[src/rtl/fp32_div_seq.sv]
// fp32_div_seq: multicycle IEEE-754 single-precision divider, q = a / b.
// Radix-2 restoring mantissa division, one quotient bit per clock, followed
// by a single round-to-nearest-even step. Denormal inputs flush to zero and
// no denormal results are produced. One operation in flight at a time.
module fp32_div_seq #(
  parameter int QBITS = 26
) (
  input  logic        clk,
  input  logic        rst_n,
  input  logic        in_valid,
  output logic        in_ready,
  input  logic [31:0] a,
  input  logic [31:0] b,
  output logic        out_valid,
  input  logic        out_ready,
  output logic [31:0] q,
  output logic [4:0]  flags
);

  localparam int CW = $clog2(QBITS);
  localparam logic [CW-1:0] LAST_CNT = CW'(QBITS - 1);

  typedef enum logic [1:0] {
    S_IDLE  = 2'd0,
    S_ITER  = 2'd1,
    S_ROUND = 2'd2,
    S_DONE  = 2'd3
  } state_t;

  // Special-case outcome decided at accept time; SP_NONE means normal path.
  typedef enum logic [2:0] {
    SP_NONE = 3'd0,
    SP_NAN  = 3'd1,
    SP_DBZ  = 3'd2,
    SP_INF  = 3'd3,
    SP_ZERO = 3'd4
  } special_t;

  state_t             state_q;
  logic [CW-1:0]      cnt_q;
  logic               sign_q;
  logic signed [9:0]  exp_q;
  logic [23:0]        mb_q;
  logic [24:0]        rem_q;
  logic [QBITS-1:0]   quot_q;
  special_t           sp_q;
  logic               in_ready_q;
  logic               out_valid_q;
  logic [31:0]        res_q;
  logic [4:0]         flags_q;

  // Operand decode
  logic [7:0]         a_exp_s, b_exp_s;
  logic               a_zero_s, b_zero_s, a_nan_s, b_nan_s, a_inf_s, b_inf_s;
  special_t           sp_in_s;
  logic signed [9:0]  exp_in_s;
  logic [23:0]        ma_in_s, mb_in_s;

  // Divider step
  logic               rem_ge_s;
  logic [23:0]        rem_diff_s;
  logic [24:0]        rem_d;
  logic [QBITS-1:0]   quot_d;

  // Rounding
  logic [QBITS-1:0]   norm_s;
  logic signed [9:0]  exp1_s, exp2_s;
  logic [23:0]        mant_s;
  logic               guard_s, sticky_s, round_up_s;
  logic [24:0]        mant_r_s;
  logic [22:0]        frac_s;
  logic [31:0]        rnd_res_s;
  logic [4:0]         rnd_flags_s;

  // Unpack and classify the incoming operands; denormals count as zero.
  always_comb begin
    a_exp_s  = a[30:23];
    b_exp_s  = b[30:23];
    a_zero_s = (a_exp_s == 8'd0);
    b_zero_s = (b_exp_s == 8'd0);
    a_nan_s  = (a_exp_s == 8'hFF) && (a[22:0] != 23'd0);
    b_nan_s  = (b_exp_s == 8'hFF) && (b[22:0] != 23'd0);
    a_inf_s  = (a_exp_s == 8'hFF) && (a[22:0] == 23'd0);
    b_inf_s  = (b_exp_s == 8'hFF) && (b[22:0] == 23'd0);
    ma_in_s  = a_zero_s ? 24'd0 : {1'b1, a[22:0]};
    mb_in_s  = b_zero_s ? 24'd0 : {1'b1, b[22:0]};
    exp_in_s = $signed({2'b00, a_exp_s}) - $signed({2'b00, b_exp_s}) + 10'sd127;
    if (a_nan_s || b_nan_s || (a_zero_s && b_zero_s) || (a_inf_s && b_inf_s)) begin
      sp_in_s = SP_NAN;
    end else if (a_inf_s) begin
      sp_in_s = SP_INF;
    end else if (b_zero_s) begin
      sp_in_s = SP_DBZ;
    end else if (a_zero_s || b_inf_s) begin
      sp_in_s = SP_ZERO;
    end else begin
      sp_in_s = SP_NONE;
    end
  end

  // One restoring step. The remainder is kept pre-doubled, so the first
  // comparison is ma against mb and the quotient MSB carries weight 2^0;
  // this keeps the remainder below 2*mb for any ma/mb in (0.5, 2).
  always_comb begin
    rem_ge_s   = (rem_q >= {1'b0, mb_q});
    rem_diff_s = 24'(rem_q - {1'b0, mb_q});
    rem_d      = rem_ge_s ? {rem_diff_s, 1'b0} : {rem_q[23:0], 1'b0};
    quot_d     = {quot_q[QBITS-2:0], rem_ge_s};
  end

  // Normalise, round to nearest-even, range-check, then apply specials.
  always_comb begin
    norm_s     = quot_q[QBITS-1] ? quot_q : {quot_q[QBITS-2:0], 1'b0};
    exp1_s     = quot_q[QBITS-1] ? exp_q : (exp_q - 10'sd1);
    mant_s     = norm_s[QBITS-1 -: 24];
    guard_s    = norm_s[QBITS-25];
    sticky_s   = (|norm_s[QBITS-26:0]) | (rem_q != 25'd0);
    round_up_s = guard_s & (sticky_s | mant_s[0]);
    mant_r_s   = {1'b0, mant_s} + {24'd0, round_up_s};
    exp2_s     = mant_r_s[24] ? (exp1_s + 10'sd1) : exp1_s;
    frac_s     = mant_r_s[24] ? mant_r_s[23:1] : mant_r_s[22:0];
    if (exp2_s >= 10'sd255) begin
      rnd_res_s   = {sign_q, 8'hFF, 23'd0};
      rnd_flags_s = 5'b00101;
    end else if (exp2_s <= 10'sd0) begin
      rnd_res_s   = {sign_q, 31'd0};
      rnd_flags_s = 5'b00011;
    end else begin
      rnd_res_s   = {sign_q, exp2_s[7:0], frac_s};
      rnd_flags_s = {4'b0000, guard_s | sticky_s};
    end
    case (sp_q)
      SP_NAN: begin
        rnd_res_s   = 32'h7FC00000;
        rnd_flags_s = 5'b10000;
      end
      SP_DBZ: begin
        rnd_res_s   = {sign_q, 8'hFF, 23'd0};
        rnd_flags_s = 5'b01000;
      end
      SP_INF: begin
        rnd_res_s   = {sign_q, 8'hFF, 23'd0};
        rnd_flags_s = 5'b00000;
      end
      SP_ZERO: begin
        rnd_res_s   = {sign_q, 31'd0};
        rnd_flags_s = 5'b00000;
      end
      default: begin
        rnd_res_s   = rnd_res_s;
        rnd_flags_s = rnd_flags_s;
      end
    endcase
  end

  // Control FSM with the datapath registers and registered outputs.
  always_ff @(posedge clk or negedge rst_n) begin
    if (!rst_n) begin
      state_q     <= S_IDLE;
      cnt_q       <= {CW{1'b0}};
      sign_q      <= 1'b0;
      exp_q       <= 10'sd0;
      mb_q        <= 24'd0;
      rem_q       <= 25'd0;
      quot_q      <= {QBITS{1'b0}};
      sp_q        <= SP_NONE;
      in_ready_q  <= 1'b1;
      out_valid_q <= 1'b0;
      res_q       <= 32'd0;
      flags_q     <= 5'd0;
    end else begin
      case (state_q)
        S_IDLE: begin
          if (in_valid) begin
            sign_q     <= a[31] ^ b[31];
            exp_q      <= exp_in_s;
            mb_q       <= mb_in_s;
            rem_q      <= {1'b0, ma_in_s};
            quot_q     <= {QBITS{1'b0}};
            sp_q       <= sp_in_s;
            cnt_q      <= {CW{1'b0}};
            in_ready_q <= 1'b0;
            state_q    <= S_ITER;
          end
        end
        S_ITER: begin
          rem_q  <= rem_d;
          quot_q <= quot_d;
          if (cnt_q == LAST_CNT) begin
            state_q <= S_ROUND;
          end else begin
            cnt_q <= cnt_q + {{(CW-1){1'b0}}, 1'b1};
          end
        end
        S_ROUND: begin
          res_q       <= rnd_res_s;
          flags_q     <= rnd_flags_s;
          out_valid_q <= 1'b1;
          state_q     <= S_DONE;
        end
        S_DONE: begin
          if (out_ready) begin
            out_valid_q <= 1'b0;
            in_ready_q  <= 1'b1;
            state_q     <= S_IDLE;
          end
        end
        default: begin
          out_valid_q <= 1'b0;
          in_ready_q  <= 1'b1;
          state_q     <= S_IDLE;
        end
      endcase
    end
  end

  assign in_ready  = in_ready_q;
  assign out_valid = out_valid_q;
  assign q         = res_q;
  assign flags     = flags_q;

endmodule

[config.mk]
export PLATFORM = sky130hd
export DESIGN_NAME = fp32_div_seq
export DESIGN_NICKNAME = d
export VERILOG_FILES = /design/src/rtl/fp32_div_seq.sv
export SDC_FILE = /design/constraint.sdc
export NUM_CORES = 1
export LEC_CHECK = 0
export CAP_MARGIN = 10
export CORE_MARGIN = 5
export CORE_UTILIZATION = 55
export CTS_BUF_LIST = sky130_fd_sc_hd__clkbuf_16
export CTS_CLUSTER_SIZE = 10
export DETAILED_ROUTE_END_ITERATION = 8
export MAX_ROUTING_LAYER = met4
export PLACE_DENSITY = 0.83
export SYNTH_ARGS = -nofsm -noshare
export SYNTH_HDL_FRONTEND = slang
export SYNTH_SLANG_ARGS = --single-unit
[constraint.sdc]
create_clock -name clk -period 10 [get_ports clk]
set_clock_uncertainty 0.1 [all_clocks]
set_input_delay 1 -clock clk [delete_from_list [all_inputs] [get_ports clk]]
set_output_delay 1 -clock clk [all_outputs]
set_load 0.02 [all_outputs]
Word-level counts from Yosys, hierarchy flattened:

Index checks and enable logic that the tools add are counted.

* word-level logic and storage cells: 103
* output and inout port bits: 39
* register bits after elaboration: 135

* reductions and logical operators: 29
* equal/unequal tests: 14
* magnitude comparators: 3
* bitwise operators: 5
* $add $sub $neg: 7
* multiplexer cells: 33

Operator list (count)
* 32-bit one-hot mux with 3 select lines: 1
* 31-bit 2-to-1 mux: 2
* 26-bit 2-to-1 mux: 2
* 26-bit one-hot mux with 2 select lines: 1
* 25-bit 2-to-1 mux: 2
* 25-bit one-hot mux with 2 select lines: 1
* 24-bit 2-to-1 mux: 2
* 23-bit logical NOT: 2
* 23-bit nonzero test: 2
* 24-bit by 1-bit adder with 25-bit output: 1
* 25-bit by 24-bit >= comparator with 1-bit output: 1
* 25-bit nonzero test: 1
* 24-bit subtractor: 1
* 23-bit 2-to-1 mux: 1
* 10-bit 2-to-1 mux: 2
* 8-bit == test (second input constant): 2
* 8-bit logical NOT: 2
* 3-bit 2-to-1 mux: 5
* 5-bit one-hot mux with 3 select lines: 1
* 10-bit by 2-bit adder with 10-bit output (second input constant): 1
* 9-bit by 8-bit adder with 10-bit output (second input constant): 1
* 10-bit by 9-bit >= comparator with 1-bit output (second input constant): 1
* 10-bit by 1-bit <= comparator with 1-bit output (second input constant): 1
* 5-bit 2-to-1 mux: 2
* 25 further kinds: 53

Depth between registers and ports, before layout:

* word-level depth: 10
* gate-level depth with buffers: 17

Worst setup path after synthesis:

OpenSTA, ideal clock, no wires.

* kind: register to register
* from: register quot_q[25]
* to: register res_q[10], in the netlist q[10]
* clock period less this slack: 4057 ps
* path slack: 5943 ps
* setup time: 136 ps
* data arrival time: 3821 ps
* stages on the path, launching flop included: 18
* cells stage by stage: dfrtp_1 -> buf_4 -> buf_4 -> clkbuf_1 -> clkbuf_1 -> nand2_1 -> a21boi_0 -> ha_1 -> and2_1 -> o2111ai_2 -> nor4_4 -> nand3_1 -> a221oi_1 -> o211ai_1 -> and2_1 -> nand3b_2 -> buf_2 -> o22ai_1

* word-level cells in the longest chain between the ends: 10

Ends and longest elaborated chain
* start: declaration: RTL line 45 `logic [QBITS-1:0] quot_q;`
* start signal: assignment: RTL line 165 `quot_q <= {QBITS{1'b0}};`
* start signal: assignment: RTL line 179 `quot_q <= {QBITS{1'b0}};`
* start signal: assignment: RTL line 188 `quot_q <= quot_d;`
* 26-bit 2-to-1 mux: RTL line 113 `norm_s = quot_q[QBITS-1] ? quot_q : {quot_q[QBITS-2:0], 1'b0};`
* 1-bit bitwise OR: RTL line 117 `sticky_s = (|norm_s[QBITS-26:0]) | (rem_q != 25'd0);`
* 1-bit bitwise OR: RTL line 118 `round_up_s = guard_s & (sticky_s | mant_s[0]);`
* 1-bit AND: RTL line 118
* 24-bit by 1-bit adder with 25-bit output: RTL line 119 `mant_r_s = {1'b0, mant_s} + {24'd0, round_up_s};`
* 10-bit 2-to-1 mux: RTL line 120 `exp2_s = mant_r_s[24] ? (exp1_s + 10'sd1) : exp1_s;`
* 10-bit by 1-bit <= comparator with 1-bit output: RTL line 125 `end else if (exp2_s <= 10'sd0) begin`
* 31-bit 2-to-1 mux: RTL line 125
* 31-bit 2-to-1 mux *: RTL line 122 `if (exp2_s >= 10'sd255) begin`
* 32-bit one-hot mux with 3 select lines *: RTL line 132 `case (sp_q)`
* end signal: assignment: RTL line 196 `res_q <= rnd_res_s;`
* end: declaration: RTL line 49 `logic [31:0] res_q;`

Mark *: on every way between the ends. The rest lies on a longest branch, timed or not.
A chain may end at the register's enable or synchronous reset.

Worst setup path after layout:

* from: register quot_q[25]
* to: register res_q[11], in the netlist q[11]

The elaborated chain is that of the path after synthesis.

==> summary.txt <==
Post-CTS setup buffer count: 0
Vert. Die Dim: 142 um
Initial DRT Pass Iterations: 5
Reg2Reg Depth: 14
Crit path launch type: flip-flop
First-pass GRT wire length: 42400 um
H-tree depth: 4
Fin crit share: 0.480
Total clock sinks: 135
Crit-path max FO: 50
Die width: 142 um
WHS Path Cells: 2
Leak: 0.00472 uW
Fin crit period: 4.80 ns
Clock latency at the later pin of the worst-skew pair: 0.43 ns
Commonest non-fill, non-tap cell in the layout: dfrtp_1
Synth Register Bits: 135
Crit. End Element: flip-flop
Antenna violations before repair: 0
Worst path slowest cell: dfrtp_2
Die Area: 0.0203 mm2
Gr ovfl total: 0
Yosys Warn Count: 0
Arrival @ worst endpoint: 4.96 ns
Hold_buf cts: 0
Kind of critical path: reg -> reg
Post-CTS Resized: 0
Clk buf depth: 2
Commonest cells after routing, fill and taps aside: dfrtp_1 (133), nand2_1 (118), clkdlybuf4s50_1 (105)
CP max stage delay: 1.00 ns
Final core utilization: 0.659
Layout area overhead: 17.9%
Sum of negative setup slack: 0 ns
Rows: 48
Mapped Area: 0.00964 mm2
Io pins: 107
Post-synthesis sequential area ratio: 0.351
Final Hold Fails: 0
Crit path top cell by count: and2_1
Initial core utilization: 0.559
Synth unique cells: 74
CP cell instances: clkinv_1, nand2_1, a21boi_0, ha_1, and2_1, o2111ai_2, nor4_4, buf_4, or3_1, a221oi_1, o211ai_1, and2_1, nand3b_2, o22ai_1
N_diodes: 0
CTS tree: done
Vias: 8870
Syn Nets: 1244
Design area: 0.0114 mm2
Placed cell areas: 0.0108 mm2
DR vias/cell: 6.18
Layout cells sized above 1: 0.0652
Total routed wirelength: 25900 um
Required time of the critical path: 10.17 ns
Vias in the first global route: 8384
DP Wirelength: 18800 um
Post-route ant nets: 0
MaxCap Viol Count: 0
Slew Limit Fails: 0
FFs w/ async S/R, synth: 1.00
Nets: 1311
Design Power: 3520 uW
Final RePlAce weighted congestion: 0.979
Syn avg cell area: 8.52 um2
DRT iter0 DRCs: 705
Largest net degree at the start of global routing: 71
Hold Crit Class: reg -> reg
Relative slew slack: 0.178
Total track usage: 0.266
Core area: 0.0172 mm2
Maximum clock rate: 0.208 GHz
Number of buffers created by CTS: 17
DR DRC count: 0
Status: finished clean
Cells after synthesis: 1131
RSZ-0062 raised after global routing: false
Drt wl/cell: 18.0 um
# port buffers: 106
Main synth FF type: dfrtp_1
Clock root buffer: clkbuf_16
Worst-Margin Slew: 1.23 ns
Peak supply drop: 0.238 mV
CTS clk-pin slew, worst paths: 0.06 ns
# setup viols final: 0
Post-synth EDFFs: 0
Cell Pwr Density: 310 mW/mm2
==> cell families (layout without fill, tap and decap cells) <==
kind of cell | count (synthesis) | in the layout | share of synthesized area
simple gates | 374 | 374 | 0.198
compound gates | 302 | 302 | 0.217
buf+inv | 159 | 239 | 0.0643
flops | 135 | 135 | 0.351
xor+xnor | 86 | 86 | 0.0782
fa+ha+maj | 45 | 45 | 0.0600
mux | 30 | 30 | 0.0323
==> worst max-delay path: cells and delay by family, from the launching register on <==
family | cells | cell delay, ns
AND/OR/NAND/NOR | 6 | 1.46
adder cells (fa/ha/maj) | 1 | 0.22
AO/OA/AOI/OAI | 5 | 1.04
buffers and inverters | 2 | 0.80
flip-flops | 1 | 1.00
==> layout make-up <==
class	count	area, um2
fill	1406	5870
tap	225	282
timing repair buffer	115	1130
clock buffer	17	425
inverter	92	345
multi-input combinational	837	5660
clock inverter	15	141
sequential	135	3380
==> metrics by stage <==
stage,hold WS [ns],std cells,worst slack [ns]
after CTS,0.391,1436,5.22
after global placement,0.369,1404,5.44
after detailed placement,0.377,1404,5.27
after global routing,0.434,1436,4.85
final,0.386,1436,5.20
after floorplan,0.350,1131,5.94
==> flip-flops by register name (all words and copies together), names as in the netlist <==
register   flops
sp_q           3
out_valid      1
cnt_q          5
quot_q        26
exp_q         10
sign_q         1
mb_q          24
rem_q         25
state_q        2
in_ready       1
flags          5
q             32
==> synthesized netlist by cell type (27+ instances only) <==
| cell | instances | area share |
|---|---|---|
| dfrtp_1 | 134 | 0.35 |
| nand2_1 | 118 | 0.046 |
| inv_1 | 91 | 0.035 |
| nor2_1 | 70 | 0.027 |
| a21oi_1 | 60 | 0.031 |
| o21ai_0 | 56 | 0.029 |
| clkbuf_1 | 54 | 0.021 |
| xnor2_1 | 45 | 0.041 |
| ha_1 | 43 | 0.056 |
| xor2_1 | 41 | 0.037 |
| o22ai_1 | 36 | 0.023 |
| nand3_1 | 34 | 0.018 |
| nor3_1 | 27 | 0.014 |
==> report_power, final <==
part           internal [uW]  switching, uW  leakage (uW)  total [uW]
clock network            348            266      0.000285         614
logic                    811           1210       0.00271        2020
registers                717            170       0.00173         886
total                   1880           1640       0.00472        3520
==> final timing paths <==
check | from | to | slack (ns)
worst max-delay path | quot_q[25] | q[11] | 5.20
worst max register to register | quot_q[25] | q[11] | 5.20
worst min-delay path | sign_q | sign_q | 0.39
max in group asynchronous | rst_n | quot_q[25] | 8.00
worst min register to register | sign_q | sign_q | 0.39
min in group asynchronous | rst_n | q[25] | 0.48
==> per-layer routing <==
metal | track usage | share of wire | vias up
met1 | 0.348 | 0.43 | 4248
li1 | - | - | 4232
met2 | 0.412 | 0.47 | 327
met4 | 0.118 | 0.036 | 0
met5 | - | 0 | -
met3 | 0.0386 | 0.064 | 63
(Power assumes the default switching activity.)
